$ cat config.mk
export PLATFORM = sky130hd
export DESIGN_NAME = ccff_loader
export DESIGN_NICKNAME = d
export VERILOG_FILES = /design/src/rtl/ccff_loader.sv
export SDC_FILE = /design/constraint.sdc
export NUM_CORES = 1
export LEC_CHECK = 0
export ABC_AREA = 1
export BUFFER_PORTS_ARGS = -buffer_cell sky130_fd_sc_hd__clkbuf_2
export CELL_PAD_IN_SITES_DETAIL_PLACEMENT = 0
export CELL_PAD_IN_SITES_GLOBAL_PLACEMENT = 1
export CORE_UTILIZATION = 35
export DETAILED_ROUTE_END_ITERATION = 8
export PLACE_DENSITY = 0.7
export SLEW_MARGIN = 20
export SYNTH_ARGS = -nofsm -noshare
export SYNTH_HDL_FRONTEND = slang
export SYNTH_SLANG_ARGS = --single-unit
$ cat constraint.sdc
create_clock -name prog_clk -period 3.6 [get_ports prog_clk]
set_input_delay 0.54 -clock prog_clk [delete_from_list [all_inputs] [get_ports prog_clk]]
set_output_delay 0.54 -clock prog_clk [all_outputs]
set_load 0.005 [all_outputs]
$ cat src/rtl/ccff_loader.sv
// ccff_loader: drives the head of a configuration flip-flop chain and
// observes its tail.
//   LOAD     : bitstream words are serialised LSB-first into the chain. A
//              CRC-16-CCITT of every bit shifted in is kept.
//   READBACK : the chain is rotated once through a tail->head loopback. The
//              CRC is recomputed from ccff_tail and compared with the CRC of
//              the last completed LOAD.
// Ports:
//   prog_clk, pReset      programming clock, synchronous active-low reset
//   start, mode           one-cycle request (0 = LOAD, 1 = READBACK), IDLE only
//   cfg_data/valid/ready  bitstream word handshake
//   ccff_head             serial bit into the chain
//   ccff_shift_en         chain advances at the edge ending this cycle
//   ccff_tail             serial bit out of the chain
//   busy, done, crc_ok    status; done pulses for one cycle per operation
//   crc_value             CRC of the last completed LOAD
module ccff_loader #(
  parameter int CHAIN_LEN = 16,
  parameter int WORD_W    = 8,
  parameter int CNT_W     = 16
) (
  input  logic              prog_clk,
  input  logic              pReset,
  input  logic              start,
  input  logic              mode,
  input  logic [WORD_W-1:0] cfg_data,
  input  logic              cfg_valid,
  output logic              cfg_ready,
  output logic              ccff_head,
  output logic              ccff_shift_en,
  input  logic              ccff_tail,
  output logic              busy,
  output logic              done,
  output logic              crc_ok,
  output logic [15:0]       crc_value
);

  localparam int              IDX_W     = $clog2(WORD_W + 1);
  localparam logic [CNT_W-1:0] LAST_BIT = CNT_W'(CHAIN_LEN - 1);
  localparam logic [IDX_W-1:0] FULL_WORD = IDX_W'(WORD_W);
  localparam logic [IDX_W-1:0] ONE_BIT   = IDX_W'(1);

  typedef enum logic [1:0] {IDLE, LOAD, READBACK, FINISH} state_t;

  state_t            state, state_nxt;
  logic [WORD_W-1:0] buf_data;
  logic [IDX_W-1:0]  buf_cnt;   // unsent bits left in buf_data
  logic [CNT_W-1:0]  bit_cnt;
  logic [15:0]       crc_acc;
  logic              op_rb;     // current operation is a READBACK
  logic              shift_raw; // shift request before reset gating
  logic              last_bit;
  logic              accept;

  // Bit-serial CRC-16-CCITT step: poly 0x1021, MSB-first, no reflection.
  function automatic logic [15:0] crc16_step(input logic [15:0] crc,
                                             input logic        din);
    logic fb;
    fb = crc[15] ^ din;
    return {crc[14:0], 1'b0} ^ (fb ? 16'h1021 : 16'h0000);
  endfunction

  always_ff @(posedge prog_clk) begin
    if (!pReset) state <= IDLE;
    else         state <= state_nxt;
  end

  always_comb begin
    state_nxt = state;
    cfg_ready = 1'b0;
    ccff_head = 1'b0;
    shift_raw = 1'b0;
    busy      = (state != IDLE);
    done      = 1'b0;
    crc_ok    = 1'b0;
    last_bit  = (bit_cnt == LAST_BIT);
    case (state)
      IDLE: begin
        if (start) state_nxt = mode ? READBACK : LOAD;
      end
      LOAD: begin
        shift_raw = (buf_cnt != '0);
        ccff_head = buf_data[0] & shift_raw;
        // Taking a new word while the last buffered bit leaves avoids a
        // one-cycle bubble between back-to-back words.
        cfg_ready = (buf_cnt == '0) || (buf_cnt == ONE_BIT);
        if (shift_raw && last_bit) state_nxt = FINISH;
      end
      READBACK: begin
        shift_raw = 1'b1;
        ccff_head = ccff_tail;
        if (last_bit) state_nxt = FINISH;
      end
      FINISH: begin
        done      = 1'b1;
        crc_ok    = op_rb && (crc_acc == crc_value);
        state_nxt = IDLE;
      end
      default: state_nxt = IDLE;
    endcase
  end

  assign accept = cfg_valid && cfg_ready;

  // Reset drops the chain clock enable in the same cycle so the chain
  // cannot take a spurious shift at the reset edge.
  assign ccff_shift_en = shift_raw & pReset;

  // Control registers.
  always_ff @(posedge prog_clk) begin
    if (!pReset) begin
      buf_cnt   <= '0;
      op_rb     <= 1'b0;
      crc_value <= 16'hFFFF;
    end else begin
      case (state)
        IDLE: begin
          if (start) begin
            op_rb   <= mode;
            buf_cnt <= '0;
          end
        end
        LOAD: begin
          // Bits left over in the final word are dropped.
          if (shift_raw && last_bit) buf_cnt <= '0;
          else if (accept)           buf_cnt <= FULL_WORD;
          else if (shift_raw)        buf_cnt <= buf_cnt - ONE_BIT;
        end
        FINISH: begin
          if (!op_rb) crc_value <= crc_acc;
        end
        default: ;
      endcase
    end
  end

  // Datapath registers; always re-initialised by start before use.
  always_ff @(posedge prog_clk) begin
    if (state == IDLE && start) begin
      bit_cnt <= '0;
      crc_acc <= 16'hFFFF;
    end else if (shift_raw) begin
      bit_cnt <= bit_cnt + CNT_W'(1);
      crc_acc <= crc16_step(crc_acc, ccff_head);
    end
    if (accept)                          buf_data <= cfg_data;
    else if (shift_raw && state == LOAD) buf_data <= buf_data >> 1;
  end

endmodule

==> results of run 1 <==
through the flow:
step / hold WS (ns) / instances
2_1_floorplan: 0.4407 / 444
3_3_place_gp: 0.4528 / 574
3_5_place_dp: 0.4589 / 574
4_1_cts: 0.4825 / 590
5_1_grt: 0.4947 / 590
6_report: 0.4798 / 590
synth_stat cells:
library cell                instances  share of area [%]
sky130_fd_sc_hd__nand2_1          115                 13
sky130_fd_sc_hd__dfxtp_1           55                 34
sky130_fd_sc_hd__inv_1             51                5.9
sky130_fd_sc_hd__nor2_1            44                5.1
sky130_fd_sc_hd__nand3_1           32                4.9
sky130_fd_sc_hd__a21oi_1           27                4.1
sky130_fd_sc_hd__o21ai_0           17                2.6
sky130_fd_sc_hd__o211ai_1          12                2.8
sky130_fd_sc_hd__ha_1               9                3.5
sky130_fd_sc_hd__edfxtp_1           8                7.4
sky130_fd_sc_hd__mux2_2             7                2.4
sky130_fd_sc_hd__nand4_1            7                1.3
sky130_fd_sc_hd__nor3_1             6               0.92
sky130_fd_sc_hd__xor2_1             6                1.6
sky130_fd_sc_hd__buf_2              5               0.77
sky130_fd_sc_hd__clkbuf_1           5               0.58
sky130_fd_sc_hd__o211ai_2           4                1.5
sky130_fd_sc_hd__o21ai_1            4               0.61
sky130_fd_sc_hd__buf_6              3                1.0
sky130_fd_sc_hd__nand2_2            3               0.58
sky130_fd_sc_hd__nor2_2             3               0.58
sky130_fd_sc_hd__o22ai_1            3               0.58
sky130_fd_sc_hd__a221oi_1           2               0.54
sky130_fd_sc_hd__inv_2              2               0.23
sky130_fd_sc_hd__nand3b_1           2               0.46
sky130_fd_sc_hd__or2_2              2               0.38
sky130_fd_sc_hd__a211oi_1           1               0.23
sky130_fd_sc_hd__a21oi_4            1               0.50
sky130_fd_sc_hd__and3_1             1               0.19
sky130_fd_sc_hd__clkbuf_2           1               0.15
sky130_fd_sc_hd__clkinv_1           1               0.12
sky130_fd_sc_hd__mux2i_1            1               0.31
sky130_fd_sc_hd__nand2_4            1               0.35
sky130_fd_sc_hd__nor3b_1            1               0.23
sky130_fd_sc_hd__o2111ai_1          1               0.27
sky130_fd_sc_hd__xnor2_1            1               0.27
sequential cells by signal, indices dropped and copies added, names as in the netlist:
name	count
buf_cnt	4
op_rb	1
state	2
crc_acc	16
bit_cnt	16
buf_data	8
crc_value	16
worst min-delay path: cells and delay by family (launching register included):
kind,cells,cell delay [ns]
flops,1,0.33
simple gates,1,0.05
compound gates,1,0.07
worst paths after layout:
check                   to  depth (start not counted)
max          ccff_shift_en                          8
min             crc_acc[5]                          2
max reg2reg     buf_cnt[2]                          9
min reg2reg     crc_acc[5]                          2
cell type report:
| cell class | count | area [um^2] |
|---|---|---|
| Clock buffer | 10 | 137.6 |
| Clock inverter | 6 | 43.79 |
| Fill cell | 961 | 5172 |
| Inverter | 54 | 202.7 |
| Multi-Input combinational cell | 313 | 1633 |
| Sequential cell | 63 | 1341 |
| Tap cell | 108 | 135.1 |
| Timing Repair Buffer | 36 | 182.7 |
logic make-up after synthesis:
logic type,Yosys count,synth area share (%)
AO/OA/AOI/OAI,72,13.78
AND/OR/NAND/NOR,217,28.25
XOR/XNOR,7,1.881
flip-flops,63,41.15
buffers and inverters,68,8.752
adder cells (fa/ha/maj),9,3.455
multiplexers,8,2.726
routing by layer:
| metal | share of wire, % | routed length [um] |
|---|---|---|
| met2 | 41 | 3021 |
| met4 | 1.1 | 82 |
| met5 | 0 | 0 |
| met1 | 53 | 3864 |
| met3 | 4.7 | 346 |
where the power goes:
group          switching [W]  leakage [nW]  internal (W)
Sequential          0.000145         0.522      0.000897
Combinational       0.000703          1.04      0.000417
Clock               0.000292        0.0930      0.000272
==> results.txt, run 1 <==
- Of the available clock period, the critical path in the final layout requires between 60 and 70%.
* Number of placed I/O pins: 36
- With fillers left out, the area of the finished cells amounts to approximately 3700 um^2.
- The number of different library cells used by synthesis comes to 36.
- CTS clock-pin slew for the worst setup and hold paths: approximately 0.080 ns
- In this run the tool buffered the top-level ports with 35 buffer cells.
* Static power due to leakage: about 1.7 nW
- Required time reported for the critical path endpoint: 3.06 ns
* Maximum ir drop on the vdd rail: 250.0 uV
- The flow ran to the end, but the final reports show violations.
- For this run, the share of the core covered by cells in the final layout is 41.54%.
- Once the floorplan was initialized, standard cells occupied 36.84% of the core.
- STA classifies the critical path endpoint as a primary output.
- For this run, global-route usage on met2 was measured as 24.81%.
* Synth-to-Final Area Change: 12.78%
- TritonCTS built the clock tree.
- In the final layout, the share of cells above drive strength 1 is 15.56%.
* Clock period minus worst slack: 2.353 ns
- Post-place setup slack: 1.111 ns
- Post-cts repair resize count: 0
- Setup Skew: 0.01111 ns
- Final total negative setup slack: 0 ns
- Cell type with the highest occurrence count on the critical path: sky130_fd_sc_hd__nand2_2
- Post-cts hold buffer count: 0
- Pre-Repair DR Iteration Count: 9
* Type of the setup path with the least slack: register to primary output
- After global routing the overflow that remains totals 0.
* Die Footprint: 9702 um^2
- For this design the ratio of total power to cell area is 741.5 nW/um^2.
* Number of routed nets with antenna violations: 0
- Post-Place Cell Area: 3495 um^2
- In this run the critical register-to-register path is launched from state[0].
* Setup slack of the most critical reg-to-reg path: 1.30 ns
- The startpoint identified for the worst hold timing path is crc_acc[5].
- In this run the worst path has a maximum fanout of 34.
- In this design, the stage delay of the slowest critical-path cell is about 0.38 ns.
* Largest net degree at the start of global routing: 35
- The worst path meets setup with 1.247 ns of slack.
- Critical Path Source Type: register
- GR Layer Usage met3: 3.475%
- The average instance in the mapped netlist occupies 7.341 um^2.
* Antenna fix cells: 0
- Cell area after technology mapping: about 3300 um^2
* Cells after synthesis: approximately 440
* Routing layer with the top usage in global route: met2
- Setup repair after global routing missed its margin: no
- Total number of vias: approximately 2900
- Global routing used 22.61% of the available met1 tracks.
- Via-per-instance ratio: 4.834
- Total power for the finished layout comes to between 0.002 and 0.003 W.
* Via count of the first global-routing pass: 2639
* Die outline height: about 99 um
- The clock passes through at most 2 buffers.
- The final reports fail on design-rule violations.
- Routability congestion estimate from global placement: 0.7598
- Cts bufs inserted: 9
- Headroom to the max-slew limit came out at about half.
* Flip-flop and latch count after synthesis: between 60 and 70
- Most common library cell in the layout ignoring fill and taps: sky130_fd_sc_hd__nand2_1
* Total GRT Usage: 16.28%
- Based on the critical path, the design can be clocked at up to 0.4250 GHz.
- Htree depth: 3
- The first routing iteration left 117 violations.
- Final Hold Fails: 0
* Final net count: 500
- Wires add up to around 7300 um.
- Worst skew pair latency: 0.33 ns
- In the final routed layout, each cell accounts on average for 12.40 um.
* Half-perimeter wire length after placement: 5282 um
- Net count after synthesis: 467
* Cells traversed along the worst timing path: inv_1 > ha_1 > nand2_2 > nand2_1 > nand2_2 > nand2_4 > nor2_1 > clkbuf_2
* Highest-delay cell along the critical path: sky130_fd_sc_hd__dfxtp_1
- The core region is 8848 um^2.
* Cell family with most CP delay: simple AND/OR/NAND/NOR gates
* Most used cells in the layout excluding fill and tap cells: sky130_fd_sc_hd__nand2_1 (115), sky130_fd_sc_hd__dfxtp_1 (55), sky130_fd_sc_hd__inv_1 (51)
* Max-cap check violation count: 0
- Number of setup violations in the final report: 0
* Die X-Extent: 98.50 um
- The most critical setup path has its startpoint at buf_cnt[0].
* Sequential-to-total area share from yosys stat: between 40 and 50%
- The initial antenna violation count was 0.
* Arrival time of the worst setup path: 1.81 ns
- The floorplan has 34 rows.
* Worst slew pin tran: 0.7680 ns
- The tree is rooted in a sky130_fd_sc_hd__clkbuf_8.
- Post-CTS timing repair inserted 0 buffers for setup.
- In the routed design, unresolved DRC markers number 5.
* Final Slew Violations: 0
- Class of the most critical hold timing path: register to register
- For this design, the sink count on the clock tree is 63.
* Number of warning messages in the yosys log: 0
- The first global-routing pass estimated between 10000 and 15000 um of wire.
- Crit path buffers/inverters: 2
No activity file was read; power rests on OpenSTA's default activity.
==> inputs of run 2 (changes only) <==
==> constraint.sdc (replaced) <==
create_clock -name prog_clk -period 2.3 [get_ports prog_clk]
set_input_delay 0.345 -clock prog_clk [delete_from_list [all_inputs] [get_ports prog_clk]]
set_output_delay 0.345 -clock prog_clk [all_outputs]
set_load 0.005 [all_outputs]
==> run 2 against run 1 <==
  * The run still ends with design-rule violations left
  * Die area unchanged
  * Sequential power increased by 58%
  * Via count unchanged
  * Cell count increased by 1.2%
  * Final area increased by 2.2%
  * Clock power increased by 81%
  * Critical endpoint unchanged
  * Largest cell class unchanged
  * Largest power group unchanged
==> results.txt, run 2 (synthesis gave the netlist of run 1 again) <==
- Status: finished with violations (unchanged)
- Violations in the final reports: design-rule violations (unchanged)
- The antenna violation net count after detailed routing is 0 (unchanged).
- Cells traversed along the worst timing path: inv_1 > ha_1 > nand2_1 > nand2_2 > nand2_4 > buf_6 > nor2_1 > clkbuf_2 (was inv_1 > ha_1 > nand2_2 > nand2_1 > nand2_2 > nand2_4 > nor2_1 > clkbuf_2).
- The largest net degree at the start of global routing is 34 (was 35).
- The max-slew headroom at the worst pin is 56.63% (was 48.68%).
* Hold wc startpoint: mode (was crc_acc[5])
- Critical R2R Launch: state[1] (was state[0])
- Total GRT Usage: 17.43% (was 16.28%)
- The via count of the first global-routing pass was 2783 (was 2639).
* Fraction of met2 tracks used by global routing: 27.09% (was 24.81%)
* DRT Wirelength: 7680 um (was 7314 um)
- Setup repair after global routing missed its margin: no (unchanged)
* Global routing met1 resource utilization: 23.69% (was 22.61%)
- Overall Power: 0.004470 W (was 0.002726 W)
- The cell with the largest stage delay on the worst path is sky130_fd_sc_hd__dfxtp_1 (unchanged).
- The post-route setup TNS came to 0 ns (unchanged).
* Worst skew pair latency: 0.35 ns (was 0.33 ns)
- The maximum fanout along the worst path was 33 (was 34).
* Number of placed instances with taps included: 581 (was 574)
* DRC violation count after routing: 5 (unchanged)
- Pre-Repair DR Iteration Count: 9 (unchanged)
- The arrival time at the worst endpoint is 1.79 ns (was 1.81 ns).
- Final net count: 507 (was 500)
- The clock-pin slew of the registers on the worst-case setup and hold paths was 0.09 ns (was 0.08 ns).
- Fmax achieved: around 0.47 GHz
- Core utilization of the finished layout: 42.45% (was 41.54%)
- Initial antenna violation count: 0 (unchanged)
* Maximum ir drop on the vdd rail: 434.1 uV (was 250.0 uV)
- Cell family with most CP delay: buffers and inverters (was simple AND/OR/NAND/NOR gates)
- Htree depth: 3 (unchanged)
- The count of boundary I/O pins was 36 (unchanged).
- The clock sink count was 63 (unchanged).
- Via-per-instance ratio: 4.777 (was 4.834)
* Type of the setup path with the least slack: register to primary output (unchanged)
- The standard cell core area was 8848 um^2 (unchanged).
- Die Footprint: 9702 um^2 (unchanged)
* Registers with the highest flip-flop counts: bit_cnt: 16 flops, crc_acc: 16 flops, crc_value: 16 flops (unchanged)
* GR Layer Usage met3: 4.752% (was 3.475%)
* Pwr Density: 1190 nW/um^2 (was 741.5 nW/um^2)
- The routed length per placed instance is 12.86 um (was 12.40 um).
* Worst slew pin tran: 0.6463 ns (was 0.7680 ns)
- The number of non-filler instances in the completed layout was 597 (was 590).
* First-pass GRT wire length: 13370 um (was 12580 um)
- The number of rows created at floorplan is 34 (unchanged).
- Most common library cell in the layout ignoring fill and taps: sky130_fd_sc_hd__nand2_1 (unchanged)
- The worst path in the final design needs a cycle of approximately 2.1 ns, including I/O delays and setup.
- The largest stage delay on the critical path came to 0.38 ns (about the same).
* Half-perimeter wire length after placement: 5567 um (was 5282 um)
- CTS Root Cell: sky130_fd_sc_hd__clkbuf_8 (unchanged)
- The worst-case clock buffer depth was 2 (unchanged).
- Die outline height: 98.50 um (unchanged)
- The final count of hold timing violations was 0 (unchanged).
- The most crowded layer after global routing is met2 (unchanged).
* Required time reported for the critical path endpoint: 1.96 ns (was 3.06 ns)
- The path class of the lowest-slack min-delay path was input pin to register (was register to register).
- The width of the chip was 98.50 um (unchanged).
* Layout fillers: 924 (was 961)
* Antenna fix cells: 0 (unchanged)
- The routability congestion estimate from global placement came to 0.8097 (was 0.7598).
- Initial Utilization: 36.84% (unchanged)
- Max-cap check violation count: 0 (unchanged)
* Crit path buffers/inverters: 3 (was 2)
* Setup Skew: 0.01079 ns (was 0.01111 ns)
- Most used cells in the layout excluding fill and tap cells: sky130_fd_sc_hd__nand2_1 (115), sky130_fd_sc_hd__dfxtp_1 (55), sky130_fd_sc_hd__inv_1 (51) (unchanged)
- The start point of the critical path is state[1] (was buf_cnt[0]).
* Post-route setup slack: 0.1610 ns (was 1.247 ns)
- The worst-case setup slack after placement was 0.1230 ns (was 1.111 ns).
* Synth-to-Final Area Change: 15.24% (was 12.78%)
- Of the available clock period, the critical path in the final layout requires 93.00%.
* Total number of vias: 2852 (unchanged)
- Ratio of cells with drive above 1 in the final layout: 16.77% (was 15.56%)
- Final Slew Violations: 0 (unchanged)
* Iteration-0 DRC Markers: 135 (was 117)
* Number of setup violations in the final report: 0 (unchanged)
- Type of destination of the critical path: primary output (unchanged)
- The leakage power is 1.708 nW (was 1.659 nW).
* Clock tree from TritonCTS: yes (unchanged)
- Congestion Overflow GR: 0 (unchanged)
- The number of buffers added for setup after CTS is 0 (unchanged).
- Port Buffer Count: 35 (unchanged)
- Cts bufs inserted: 9 (unchanged)
- Critical Path Source Type: register (unchanged)
run 2: changes by cell type in the layout (fill, tap and decap cells not counted), sizes merged:
cell | previous run | this run
buf | 1 | 8
bufinv | 0 | 1
clkinvlp | 1 | 0
run 2: stage by stage:
| stage | hold WS (ns) | instance area, um^2 |
|---|---|---|
| 3_3_place_gp | 0.4523 | 3547 |
| 5_1_grt | 0.2789 | 3756 |
| 3_5_place_dp | 0.4586 | 3547 |
| 6_report | 0.2874 | 3756 |
| 2_1_floorplan | 0.4407 | 3259 |
| 4_1_cts | 0.2741 | 3752 |
run 2: worst register-to-register path: stages, from the launching register on:
cell and delay, ns:
sky130_fd_sc_hd__dfxtp_1 0.34, sky130_fd_sc_hd__inv_1 0.12, sky130_fd_sc_hd__ha_1 0.31, sky130_fd_sc_hd__nand2_1 0.10
sky130_fd_sc_hd__nand2_2 0.08, sky130_fd_sc_hd__nand2_4 0.05, sky130_fd_sc_hd__buf_6 0.19, sky130_fd_sc_hd__inv_2 0.26
sky130_fd_sc_hd__buf_4 0.28, sky130_fd_sc_hd__nand2_1 0.08, sky130_fd_sc_hd__a21oi_1 0.12
run 2: final cells by class:
type	instances	area (um^2)	area share [%]
timing repair buffer	43	239.0	6.362
sequential	63	1341	35.71
clock inverter	6	67.56	1.799
multi-input combinational	313	1633	43.47
inverter	54	202.7	5.396
clock buffer	10	137.6	3.664
tap	108	135.1	3.598
run 2: path summary, 6_finish.rpt:
path                    to  slack [ns]  depth (start not counted)
min reg2reg    crc_acc[14]        0.48                          2
max          ccff_shift_en        0.16                          8
min                  op_rb        0.29                          3
max reg2reg    bit_cnt[14]        0.32                         10
run 2: power breakdown:
part           internal [W]  switching [W]
Clock              0.000536       0.000479
Combinational      0.000699        0.00112
Sequential          0.00140       0.000233
run 2: metal layers:
layer / vias up / part of all wire (%)
met3: 4 / 4.7
li1: 1537 / -
met5: - / 0
met4: 0 / 0.60
met2: 44 / 44
met1: 1267 / 51
run 2: repair_timing:
| item | in CTS | in global routing |
|---|---|---|
| hold buffers | 0 | 0 |
| resized for setup | 0 | 2 |
| endpoints found under the setup margin | 0 | 9 |
| hold endpoints to repair | 0 | 0 |
